===== config.mk =====
export PLATFORM = sky130hd
export DESIGN_NAME = bus_monitor_flat
export DESIGN_NICKNAME = d
export VERILOG_FILES = /design/src/rtl/bus_monitor_pkg.sv /design/src/rtl/bus_monitor_if.sv /design/src/rtl/bus_monitor_trace_fifo.sv /design/src/rtl/bus_monitor.sv /design/src/flat_wrapper.sv
export SDC_FILE = /design/constraint.sdc
export NUM_CORES = 1
export LEC_CHECK = 0
export BUFFER_PORTS_ARGS = -buffer_cell sky130_fd_sc_hd__buf_4
export CORE_ASPECT_RATIO = 0.8
export CORE_MARGIN = 1
export CORE_UTILIZATION = 35
export CTS_CLUSTER_DIAMETER = 60
export DETAILED_ROUTE_END_ITERATION = 6
export PLACE_DENSITY = 0.5
export SLEW_MARGIN = 0
export SYNTH_ARGS = -nofsm -noshare
export SYNTH_HDL_FRONTEND = slang
export SYNTH_SLANG_ARGS = --single-unit

===== constraint.sdc =====
create_clock -name clk -period 17.76 [get_ports clk]
set_input_delay 3.552 -clock clk [delete_from_list [all_inputs] [get_ports clk]]
set_output_delay 3.552 -clock clk [all_outputs]
set_load 0.01 [all_outputs]

===== src/rtl/bus_monitor_pkg.sv =====
// rtl/bus_monitor_pkg.sv - shared FSM state type, halt-cause codes and cycle-counter helper
package bus_monitor_pkg;

    typedef enum logic {
        ST_RUN    = 1'b0,
        ST_HALTED = 1'b1
    } state_t;

    localparam logic [1:0] CAUSE_NONE    = 2'd0;
    localparam logic [1:0] CAUSE_ADDR    = 2'd1;
    localparam logic [1:0] CAUSE_TIMEOUT = 2'd2;

    localparam logic [31:0] CYCLE_MAX = 32'hFFFF_FFFF;

    function automatic logic [31:0] sat_inc(input logic [31:0] value);
        return (value == CYCLE_MAX) ? value : value + 32'd1;
    endfunction

endpackage


===== src/rtl/bus_monitor_if.sv =====
// rtl/bus_monitor_if.sv - core bus tap and trace-log signals between a core and bus_monitor
interface bus_monitor_if #(
    parameter int ADDR_W    = 32,
    parameter int DATA_W    = 32,
    parameter int LOG_DEPTH = 8
);
    localparam int CNT_W = $clog2(LOG_DEPTH) + 1;

    logic [ADDR_W-1:0] address;
    logic [DATA_W-1:0] data_out;
    logic              we;
    logic              halt;
    logic [1:0]        halt_cause;
    logic              log_valid;
    logic [ADDR_W-1:0] log_addr;
    logic [DATA_W-1:0] log_data;
    logic              log_ready;
    logic [CNT_W-1:0]  log_count;
    logic              overflow;
    logic [31:0]       cycle_count;

    modport master (
        output address, data_out, we, log_ready,
        input  halt, halt_cause, log_valid, log_addr, log_data, log_count, overflow, cycle_count
    );

    modport slave (
        input  address, data_out, we, log_ready,
        output halt, halt_cause, log_valid, log_addr, log_data, log_count, overflow, cycle_count
    );

endinterface


===== src/rtl/bus_monitor_trace_fifo.sv =====
// rtl/bus_monitor_trace_fifo.sv - show-ahead trace FIFO; head entry is readable without a pop
module trace_fifo #(
    parameter int WIDTH = 64,
    parameter int DEPTH = 8
) (
    input  logic                   clk,
    input  logic                   rst,
    input  logic                   push_i,
    input  logic [WIDTH-1:0]       push_data_i,
    input  logic                   pop_i,
    output logic [WIDTH-1:0]       pop_data_o,
    output logic                   full_o,
    output logic                   empty_o,
    output logic [$clog2(DEPTH):0] count_o
);
    localparam int PTR_W = $clog2(DEPTH);
    localparam int CNT_W = PTR_W + 1;

    logic [WIDTH-1:0] mem_q [DEPTH];
    logic [PTR_W-1:0] wr_ptr_q;
    logic [PTR_W-1:0] rd_ptr_q;
    logic [CNT_W-1:0] count_q;
    logic             pop_ok;
    logic             push_ok;

    assign full_o  = (count_q == CNT_W'(DEPTH));
    assign empty_o = (count_q == '0);
    assign pop_ok  = pop_i && !empty_o;
    // A pop frees a slot in the same cycle, so a full FIFO still accepts a push alongside it.
    assign push_ok = push_i && (!full_o || pop_ok);

    always_ff @(posedge clk or posedge rst) begin
        if (rst) begin
            wr_ptr_q <= '0;
            rd_ptr_q <= '0;
            count_q  <= '0;
        end else begin
            if (push_ok) wr_ptr_q <= wr_ptr_q + PTR_W'(1);
            if (pop_ok)  rd_ptr_q <= rd_ptr_q + PTR_W'(1);
            case ({push_ok, pop_ok})
                2'b10:   count_q <= count_q + CNT_W'(1);
                2'b01:   count_q <= count_q - CNT_W'(1);
                default: count_q <= count_q;
            endcase
        end
    end

    always_ff @(posedge clk) begin
        if (push_ok) mem_q[wr_ptr_q] <= push_data_i;
    end

    assign pop_data_o = mem_q[rd_ptr_q];
    assign count_o    = count_q;

endmodule


===== src/rtl/bus_monitor.sv =====
// rtl/bus_monitor.sv - watches core writes, logs MMIO stores and ends the run on halt address or timeout
module bus_monitor
    import bus_monitor_pkg::*;
#(
    parameter int                ADDR_W    = 32,
    parameter int                DATA_W    = 32,
    parameter logic [ADDR_W-1:0] HALT_ADDR = 'hFFC,
    parameter int                MMIO_BIT  = 11,
    parameter int                LOG_DEPTH = 8,
    parameter int                TIMEOUT   = 2000
) (
    input  logic          clk,
    input  logic          reset,
    bus_monitor_if.slave  bus
);
    localparam logic [31:0] TIMEOUT_LAST = 32'(TIMEOUT - 1);

    state_t      state_q;
    logic [1:0]  cause_q;
    logic [31:0] cycle_q;
    logic [31:0] cycle_d;
    logic        overflow_q;

    logic        in_run;
    logic        addr_hit;
    logic        timeout_hit;
    logic        capture;
    logic        drop;
    logic        fifo_full;
    logic        fifo_empty;
    logic [ADDR_W+DATA_W-1:0] head;

    assign in_run      = (state_q == ST_RUN);
    assign addr_hit    = (bus.address == HALT_ADDR);
    assign timeout_hit = (cycle_q == TIMEOUT_LAST);
    assign capture     = in_run && bus.we && bus.address[MMIO_BIT] && !addr_hit;
    // Full implies non-empty, so log_ready alone decides whether a pop makes room.
    assign drop        = capture && fifo_full && !bus.log_ready;
    assign cycle_d     = in_run ? sat_inc(cycle_q) : cycle_q;

    always_ff @(posedge clk or posedge reset) begin
        if (reset) begin
            state_q    <= ST_RUN;
            cause_q    <= CAUSE_NONE;
            cycle_q    <= '0;
            overflow_q <= 1'b0;
        end else begin
            cycle_q <= cycle_d;
            if (drop) overflow_q <= 1'b1;
            case (state_q)
                ST_RUN: begin
                    if (addr_hit) begin
                        state_q <= ST_HALTED;
                        cause_q <= CAUSE_ADDR;
                    end else if (timeout_hit) begin
                        state_q <= ST_HALTED;
                        cause_q <= CAUSE_TIMEOUT;
                    end
                end
                ST_HALTED: state_q <= ST_HALTED;
                default:   state_q <= ST_RUN;
            endcase
        end
    end

    trace_fifo #(
        .WIDTH(ADDR_W + DATA_W),
        .DEPTH(LOG_DEPTH)
    ) u_fifo (
        .clk         (clk),
        .rst         (reset),
        .push_i      (capture),
        .push_data_i ({bus.address, bus.data_out}),
        .pop_i       (bus.log_ready),
        .pop_data_o  (head),
        .full_o      (fifo_full),
        .empty_o     (fifo_empty),
        .count_o     (bus.log_count)
    );

    assign bus.halt        = (state_q == ST_HALTED);
    assign bus.halt_cause  = cause_q;
    assign bus.overflow    = overflow_q;
    assign bus.cycle_count = cycle_q;
    assign bus.log_valid   = !fifo_empty;
    assign bus.log_addr    = head[ADDR_W+DATA_W-1:DATA_W];
    assign bus.log_data    = head[DATA_W-1:0];

endmodule


===== src/flat_wrapper.sv =====
// flat-port wrapper written by rule: the top's interface ports become plain ports
module bus_monitor_flat import bus_monitor_pkg::*;
#(
    parameter int                ADDR_W    = 32,
    parameter int                DATA_W    = 32,
    parameter logic [ADDR_W-1:0] HALT_ADDR = 'hFFC,
    parameter int                MMIO_BIT  = 11,
    parameter int                LOG_DEPTH = 8,
    parameter int                TIMEOUT   = 2000
)
  (clk, reset, bus_address, bus_data_out, bus_we, bus_log_ready, bus_halt, bus_halt_cause, bus_log_valid, bus_log_addr, bus_log_data, bus_log_count, bus_overflow, bus_cycle_count);
  bus_monitor_if #(.ADDR_W(ADDR_W), .DATA_W(DATA_W), .LOG_DEPTH(LOG_DEPTH)) bus_i ();
  input  logic clk;
  input  logic reset;
  input wire logic [$bits(bus_i.address)-1:0] bus_address;
  input wire logic [$bits(bus_i.data_out)-1:0] bus_data_out;
  input wire logic [$bits(bus_i.we)-1:0] bus_we;
  input wire logic [$bits(bus_i.log_ready)-1:0] bus_log_ready;
  output wire logic [$bits(bus_i.halt)-1:0] bus_halt;
  output wire logic [$bits(bus_i.halt_cause)-1:0] bus_halt_cause;
  output wire logic [$bits(bus_i.log_valid)-1:0] bus_log_valid;
  output wire logic [$bits(bus_i.log_addr)-1:0] bus_log_addr;
  output wire logic [$bits(bus_i.log_data)-1:0] bus_log_data;
  output wire logic [$bits(bus_i.log_count)-1:0] bus_log_count;
  output wire logic [$bits(bus_i.overflow)-1:0] bus_overflow;
  output wire logic [$bits(bus_i.cycle_count)-1:0] bus_cycle_count;
  assign bus_i.address = bus_address;
  assign bus_i.data_out = bus_data_out;
  assign bus_i.we = bus_we;
  assign bus_i.log_ready = bus_log_ready;
  assign bus_halt = bus_i.halt;
  assign bus_halt_cause = bus_i.halt_cause;
  assign bus_log_valid = bus_i.log_valid;
  assign bus_log_addr = bus_i.log_addr;
  assign bus_log_data = bus_i.log_data;
  assign bus_log_count = bus_i.log_count;
  assign bus_overflow = bus_i.overflow;
  assign bus_cycle_count = bus_i.cycle_count;
  bus_monitor #(.ADDR_W(ADDR_W), .DATA_W(DATA_W), .HALT_ADDR(HALT_ADDR), .MMIO_BIT(MMIO_BIT), .LOG_DEPTH(LOG_DEPTH), .TIMEOUT(TIMEOUT)) u_core (.clk(clk), .reset(reset), .bus(bus_i));
endmodule

* Word-level counts from Yosys, hierarchy flattened
Memories as Yosys holds them, arrays and structs flattened.
Index checks and enable logic that the tools add are counted.
** Storage, ports and cells
- Memories kept :: 1
- Bits in writable memories :: 512
- Bits of input ports :: 68
- Flip-flop bits (word level) :: 46
- Output and inout port bits :: 105
- Word-level logic and storage cells :: 46
** Operators by class
- Add/subtract/negate cells :: 5
- Muxes and demuxes :: 8
- Reduce and logical (&&, ||, !) cells :: 17
- Equality and inequality tests :: 6
- Bitwise gates (word level) :: 2
** Memories
- u_core.u_fifo.mem_q :: words 8, width 64, rd ports 1, clocked after memory_dff 0, wr ports 1, RTL line bus_monitor_trace_fifo.sv:19 : logic [WIDTH-1:0] mem_q [DEPTH];
** Operator list (number)
- 32-bit by 1-bit adder with 32-bit output, second input constant :: 1
- 32-bit by 11-bit == test with 1-bit output, second input constant :: 1
- 32-bit by 12-bit == test with 1-bit output, second input constant :: 1
- 32-bit == test, second input constant :: 1
- 4-bit case mux with 2 select lines :: 1
- 1-bit logical AND :: 7
- 3-bit by 1-bit adder with 3-bit output, second input constant :: 2
- 4-bit by 1-bit adder with 4-bit output, second input constant :: 1
- 4-bit == test, second input constant :: 1
- 1-bit logical NOT :: 4
- 4-bit logical NOT :: 1
- 1-bit 2-to-1 mux :: 4
- 2-bit 2-to-1 mux :: 2
- 2-bit AND reduction :: 2
- 2-bit nonzero test :: 2
- 4-bit by 1-bit subtractor with 4-bit output, second input constant :: 1
- 2-bit by 1-bit == test with 1-bit output, second input constant :: 1
- 2-bit == test, second input constant :: 1
- 1-bit NOT :: 2
- 1-bit case mux with 2 select lines :: 1
- 1-bit logical OR :: 1

* Depth between registers and ports, before layout
Gate-level depths: netlist of the first run.
- Depth after elaboration :: 7
- Mapped depth :: 11
- Depth with buffers taken out :: 11

* By module
Synthesis of the first run repeated with hierarchy kept, for this count alone.
** Second synthesis, totals
- Cell total of the unflattened synthesis :: 993
- Area, all modules :: 21737.1 µm²
** Modules (own cells, without submodules)
- trace_fifo :: cells an instance 811, instances 1, seq. area each 15625.0 µm², area each 19876.6 µm²
- bus_monitor :: cells an instance 182, instances 1, seq. area each 900.9 µm², area each 1860.5 µm²

* Least setup slack after synthesis of the first run
Ideal clock, no wire load.
- Kind :: input port to flip-flop
- Start point :: in bus_address[26]
- End point :: mem u_core.u_fifo.mem_q[0][0] (enable)
- Cell stages on the path :: 5
- Required time :: 17.116 ns
- Path slack :: 6.933 ns
- Path buffers :: 0
- Data arrival time :: 10.183 ns
- Setup time :: 0.644 ns
- Cell sequence :: nor4_1 -> and4_1 -> a21oi_1 -> nand2_1 -> nor4_1
** On the way
- Word-level cells in the longest chain between the ends :: 6
** RTL lines
- from (decl) :: RTL line flat_wrapper.sv:15 : input wire logic [$bits(bus_i.address)-1:0] bus_address;
- 32-bit by 12-bit == test with 1-bit output :: RTL line bus_monitor.sv:34 : assign addr_hit = (bus.address == HALT_ADDR);
- 1-bit logical NOT :: RTL line bus_monitor.sv:36 : assign capture = in_run && bus.we && bus.address[MMIO_BIT] && !addr_hit;
- 1-bit logical AND :: RTL line bus_monitor.sv:36
- 1-bit logical AND :: RTL line bus_monitor_trace_fifo.sv:30 : assign push_ok = push_i && (!full_o || pop_ok);
- 1-bit 2-to-1 mux :: RTL line bus_monitor_trace_fifo.sv:49 : if (push_ok) mem_q[wr_ptr_q] <= push_data_i;
- 1-bit 2-to-1 mux (implied by the code) :: RTL line bus_monitor_trace_fifo.sv:49
- to (decl) :: RTL line bus_monitor_trace_fifo.sv:19
Every way passes these cells.

* Final worst setup path of the first run
- Start point :: reg u_core.u_fifo.rd_ptr_q[1]
- End point :: out bus_log_data[29]
** On the way
- Word-level cells in the longest chain between the ends :: 1
** RTL lines
- from (decl) :: RTL line bus_monitor_trace_fifo.sv:21 : logic [PTR_W-1:0] rd_ptr_q;
- from (signal assigned) :: RTL line bus_monitor_trace_fifo.sv:39 : if (pop_ok) rd_ptr_q <= rd_ptr_q + PTR_W'(1);
- memory read 8 x 64 bit
- to (decl) :: RTL line flat_wrapper.sv:23 : output wire logic [$bits(bus_i.log_data)-1:0] bus_log_data;
Every way passes these cells.

==> results of run 1 <==
[synthesized netlist by cell type (2+ instances only)]
cell / number
buf_1: 2
mux4_2: 128
nand3_1: 21
nor4_1: 11
o311ai_1: 2
or4_1: 2
nand3b_1: 3
buf_2: 13
ha_1: 5
edfxtp_1: 512
clkbuf_1: 24
dfrtp_1: 46
inv_1: 10
a21oi_1: 7
mux2i_1: 2
nand2_1: 25
nand2b_1: 2
nor2_1: 13
nor4_4: 2
xor2_1: 2
mux2_2: 66
nand4b_1: 3
nand4_1: 15
a21o_1: 2
and2_1: 2
and4_1: 3
and3_1: 3
nor3_1: 9
xnor2_1: 32
a31oi_1: 2
[metrics by stage]
stage	std cells	cell area (µm²)
detailed placement	1971	24060
global route	2074	25810
global placement	1971	24060
CTS	2074	25810
floorplan	989	21680
finish	2074	25810
[path summary, 6_finish.rpt]
check | from | endpoint | slack [ps] | depth (start not counted)
max | u_core.u_fifo.rd_ptr_q[1] | bus_log_data[29] | 10570 | 4
min | u_core.bus.halt_cause[1] | u_core.bus.halt_cause[1] | 490 | 1
max reg2reg | u_core.bus.halt | u_core.u_fifo.mem_q[7][37] | 14420 | 6
min reg2reg | u_core.bus.halt_cause[1] | u_core.bus.halt_cause[1] | 490 | 1
max in group asynchronous | reset | u_core.u_fifo.rd_ptr_q[2] | 13790 | 2
min in group asynchronous | reset | u_core.bus.overflow | 3200 | 2
[final cells by class]
type | count | area share
inverters | 10 | 0.001454
flip-flops and latches | 558 | 0.6408
well taps | 830 | 0.04024
multi-input cells | 382 | 0.1939
repair buffers | 191 | 0.05604
clock inverters | 31 | 0.01018
clock buffers | 72 | 0.05745
[registers in the layout (all words and copies together) (netlist names)]
signal,cells
u_core.u_fifo.rd_ptr_q,3
u_core.u_fifo.mem_q,512
u_core.bus.cycle_count,32
u_core.bus.halt_cause,2
u_core.bus.overflow,1
u_core.u_fifo.wr_ptr_q,3
u_core.bus.halt,1
u_core.u_fifo.count_o,4
[worst register-to-register path: cells and delay by family (launching register included)]
family	cells	cell delay, ps
and+or+nand+nor	3	1310
AOI/OAI and AO/OA	1	140
buffers and inverters	2	970
DFF	1	490
[routing by layer]
layer | vias up | wire [µm]
li1 | 4553 | -
met1 | 5391 | 22640
met2 | 235 | 21180
met3 | 77 | 2611
met4 | 8 | 865
met5 | - | 46
[logic make-up (layout without fill, tap and decap cells)]
kind of cell / Yosys count / after routing / synth area share
XOR/XNOR: 34 / 34 / 0.01374
flip-flops: 558 / 558 / 0.7622
multiplexers: 197 / 197 / 0.1687
buffers and inverters: 49 / 304 / 0.009234
AND/OR/NAND/NOR: 125 / 125 / 0.03515
AO/OA/AOI/OAI: 20 / 20 / 0.007157
adder cells (fa/ha/maj): 6 / 6 / 0.003809
[power groups by stage]
stage,combinational (mW),sequential [mW],clock [mW]
final,0.915,1.51,1.13
after global routing,0.990,1.52,1.23
after CTS,0.944,1.52,1.17
after detailed placement,0.939,1.55,0
after global placement,0.941,1.55,0
after floorplan,0.631,1.48,0
==> impl_metrics.yaml, run 1 <==
final_layout:
  num-fill-cells: 5462
  final_net_count: 1274
  multiInputGateArea_um2: 5004
  layout_commonest_cell: "edfxtp_1"
  final_core_util: 0.4216
  drive_above_1_share: 0.3883
  diode_insertion_count_for_antenna_repair: 0
  final-seq-area_um2: 16540
  areaGrowthSynthToFinish_pct: 19.04
  layout_common_cells: "edfxtp_1 (512), buf_4 (190), mux4_2 (128)"
synth:
  synth.net_count: 1063
  syn_inst: 989
  syn-mean-instance-area_um2: 21.92
  synth-async-reset-ratio: 0.08244
  synth.area.top_cells: "edfxtp_1 (71%), mux4_2 (13%), dfrtp_1 (5.3%), mux2_2 (3.4%), xnor2_1 (1.3%)"
  ys_types: 50
  post-synth-top-area-cell: "edfxtp_1"
  netlist.area_leader.share: 0.7091
  postSynth.topFlopCell: "edfxtp_1"
  synth.yosys.warnings: 0
  synth_seq_cells: 558
  fraction_of_the_yosys_area_taken_by_sequential_cells: 0.7622
  synth_enable_flop_cells: 512
  mappedNetlistArea_um2: 21680
setup_path:
  worst-endpoint-arrival_ps: 3640
  worstPathCellList: "buf_4, mux4_2, mux2_2, buf_4"
  crit_end_element: "output port"
  cpMaxStageDelayCell: "dfrtp_4"
  critPathBufInv: 2
  crit_family: "flip-flops"
  criticalPathCategory: "flop to output port"
  crit_path_start_kind: "flop"
  worst-path-max-fanout: 69
  required_ps: 14210
  critical-path-top-cell-by-count: "buf_4"
  slowest_delay_ps: 1160
cts:
  clock_tree_from_tritoncts: "yes"
  cts.htree.levels: 2
  worst_setup_hold_path_clk_slew_ps: 60
  cts_resized: 0
  clock_latency_ps: 610
  clk_root_buffer_cell: "clkbuf_16"
  post_cts_hold_buffer_count: 0
  clock_tree.buffer_depth: 3
  clock_sinks: 558
  postCtsSetupBuffers: 0
  cts_inserted_buffers: 57
detailed_routing:
  detail_route.wl_per_cell_um: 22.83
  drt_drc_violations_left: 0
  drtPass1Iterations: 6
  detail_route.vias_per_cell: 4.949
  totalWireLength_um: 47350
  drt_first_iter_violations: 653
  detail-route-antenna-nets: 0
  num_vias: 10264
floorplan:
  die_width_um: 280.3
  starting_utilization_of_the_core_area: 0.3542
  fp.coreArea_um2: 61210
  die_h_um: 224.6
  floorplan.die_area_um2: 62950
  io-pin-count: 173
  row_count: 81
sta:
  fin_skew_ps: 21.66
  setup_tns_ps: 0
  finalCriticalPeriod_ps: 7194
  period_utilization: 0.4050
  number_of_setup_violations_in_the_final_report: 0
  slew_headroom: 0.2489
  hold_violations: 0
  worstMarginPinSlew_ps: 1127
  hold-worst-slack_ps: 492.5
  timing_max_transition_violations_final: 0
  setup_slack_ps: 10570
  rsz0062_at_grt: "no"
  timing.fmax_ghz: 0.1390
power_and_ir_drop:
  part_of_the_power_in_combinational_logic: 0.257
  power.static_leakage_nw: 8.526
  power_switching_share: 0.2725
  power.sequential.fraction: 0.425
  ir_drop_uv: 132.4
  cellInternalPower_mw: 2.592
  total_power_mw: 3.563
  power_density_nw_per_um2: 138.1
  total_switching_power_mw: 0.9711
  power_frac_clock: 0.318
placed_design:
  detailedPlacementHpwl_um: 26220
  pre_cts_slack_ps: 11000
  buffer_ports.inserted: 172
  place_congestion: 0.7123
global_route:
  grt-ovfl-total: 0
  met3_usage: 0.03521
  first_global_vias: 10774
  grtUsageMet1: 0.2265
  antenna_violations_before_repair: 4
  grt_start_max_net_pins: 101
  grtUsageMet2: 0.2296
  globalRoute.busiestLayer: "met2"
  grt_first_pass_wirelength_um: 71350
  global_route.usage.total: 0.1537
run_status:
  run_status: "completed"
min_path:
  holdCritPathClass: "flop to flop"
run:
  number_of_max_cap_violations: 0
No activity file was read; power rests on OpenSTA's default activity.
==> inputs of run 2 (changes only) <==
- PLACE_DENSITY: 0.5 -> 0.52
- clock period: 17.76 -> 6.3 ns (I/O delays scaled with it)
==> run 2 against run 1 <==
Non-clock buffer count increased by 2. Critical path depth unchanged. Worst setup slack got worse by 8700 ps. Combinational power increased to 2.8 times the previous value. Sequential share of layout area down 0.54 points.
==> impl_metrics.yaml, run 2 (synthesis gave the netlist of run 1 again) <==
floorplan:
  die_h_um: 224.6
  fp.coreArea_um2: 61210
  starting_utilization_of_the_core_area: 0.3542
  die_width_um: 280.3
  floorplan.die_area_um2: 62950
  row_count: 81
  io-pin-count: 173
min_path:
  hp-start: "u_core.bus.overflow"
  holdCritPathClass: "flop to flop"
sta:
  timing_max_transition_violations_final: 0
  finalCriticalPeriod_ps: 4457
  fin_skew_ps: 15.61
  rsz0062_at_grt: "no"
  slew_headroom: 0.3790
  worstMarginPinSlew_ps: 931.5
  number_of_setup_violations_in_the_final_report: 0
  hold_violations: 0
  timing.fmax_ghz: 0.2244
  setup_tns_ps: 0
  period_utilization: 0.7074
power_and_ir_drop:
  power_density_nw_per_um2: 392.2
  total_power_mw: 10.21
  ir_drop_uv: 253.2
  power.static_leakage_nw: 8.604
cts:
  postCtsSetupBuffers: 0
  clock_tree.buffer_depth: 3
  clock_latency_ps: 620
  worst_setup_hold_path_clk_slew_ps: 60
  cts_resized: 0
  clk_root_buffer_cell: "clkbuf_16"
  post_cts_hold_buffer_count: 0
  cts_inserted_buffers: 57
  clock_sinks: 558
  cts.htree.levels: 2
  clock_tree_from_tritoncts: "yes"
final_layout:
  layout_commonest_cell: "edfxtp_1"
  layout_common_cells: "edfxtp_1 (512), buf_4 (187), mux4_2 (128)"
  drive_above_1_share: 0.3917
  areaGrowthSynthToFinish_pct: 20.05
  top_register: "u_core.u_fifo.mem_q"
  final_core_util: 0.4252
  largest_register_ff_count: 512
  final_net_count: 1276
  diode_insertion_count_for_antenna_repair: 0
  fin_cells: 2081
placed_design:
  place_congestion: 0.7563
  instance_count_after_placement_with_tap_cells_included: 1973
  detailedPlacementHpwl_um: 27120
  buffer_ports.inserted: 172
global_route:
  antenna_violations_before_repair: 1
  global_route.usage.total: 0.1552
  grt_first_pass_wirelength_um: 72020
  first_global_vias: 10949
  grt_start_max_net_pins: 79
  grt-ovfl-total: 0
setup_path:
  worst_setup_path_startpoint: "u_core.u_fifo.rd_ptr_q[0]"
  required_ps: 5040
  worst-endpoint-arrival_ps: 3200
  worst-path-max-fanout: 41
  criticalPathCategory: "flop to output port"
  crit_end_element: "output port"
  crit_reg_reg_startpoint: "u_core.bus.halt"
  crit_path_start_kind: "flop"
detailed_routing:
  totalWireLength_um: 47920
  num_vias: 10402
  detail_route.wl_per_cell_um: 23.03
  drtPass1Iterations: 5
  drt_first_iter_violations: 705
  drt_drc_violations_left: 0
  detail-route-antenna-nets: 0
  detail_route.vias_per_cell: 4.999
run:
  number_of_max_cap_violations: 0
run_status:
  run_status: "completed"
run 2: area by class of cell:
cell class	instances	area (µm²)
Inverter	10	37.54
Sequential cell	558	16540
Fill cell	5384	35190
Multi-Input combinational cell	382	5019
Clock inverter	32	344.1
Tap cell	830	1039
Timing Repair Buffer	193	1524
Clock buffer	76	1528
run 2: per-stage QoR:
stage	area [µm²]	hold WS [ps]	setup slack (ps)
after detailed placement	24160	469.4	1657
after global routing	26030	507.4	1620
after CTS	26030	491.1	1701
after floorplan	21690	513.4	-527.1
after global placement	24160	478.2	1751
final	26030	478.9	1843
run 2: path summary, 6_finish.rpt:
| path | to | slack (ps) | depth (start not counted) |
|---|---|---|---|
| max | bus_log_addr[20] | 1840 | 4 |
| min | u_core.bus.overflow | 480 | 1 |
| max reg2reg | u_core.u_fifo.mem_q[7][58] | 2650 | 5 |
| min reg2reg | u_core.bus.overflow | 480 | 1 |
| max in group asynchronous | u_core.u_fifo.rd_ptr_q[2] | 4970 | 3 |
| min in group asynchronous | u_core.bus.cycle_count[21] | 820 | 3 |
run 2: where the power goes:
part	internal [mW]	switching (mW)	total (mW)
sequential	4.07	0.246	4.31
combinational	1.46	1.10	2.56
clock	1.92	1.41	3.34
total	7.45	2.76	10.2
run 2: critical path, cell delays in order, from the launching register on:
cell and delay [ps]:
dfrtp_4 1030, buf_4 520, mux4_2 580, mux2_2 300, buf_4 150
run 2: per-layer routing:
metal  share of wire  GRT usage
met4           0.018    0.04107
met1            0.45     0.2195
met3           0.056    0.03480
met5         0.00027          0
met2            0.47     0.2423
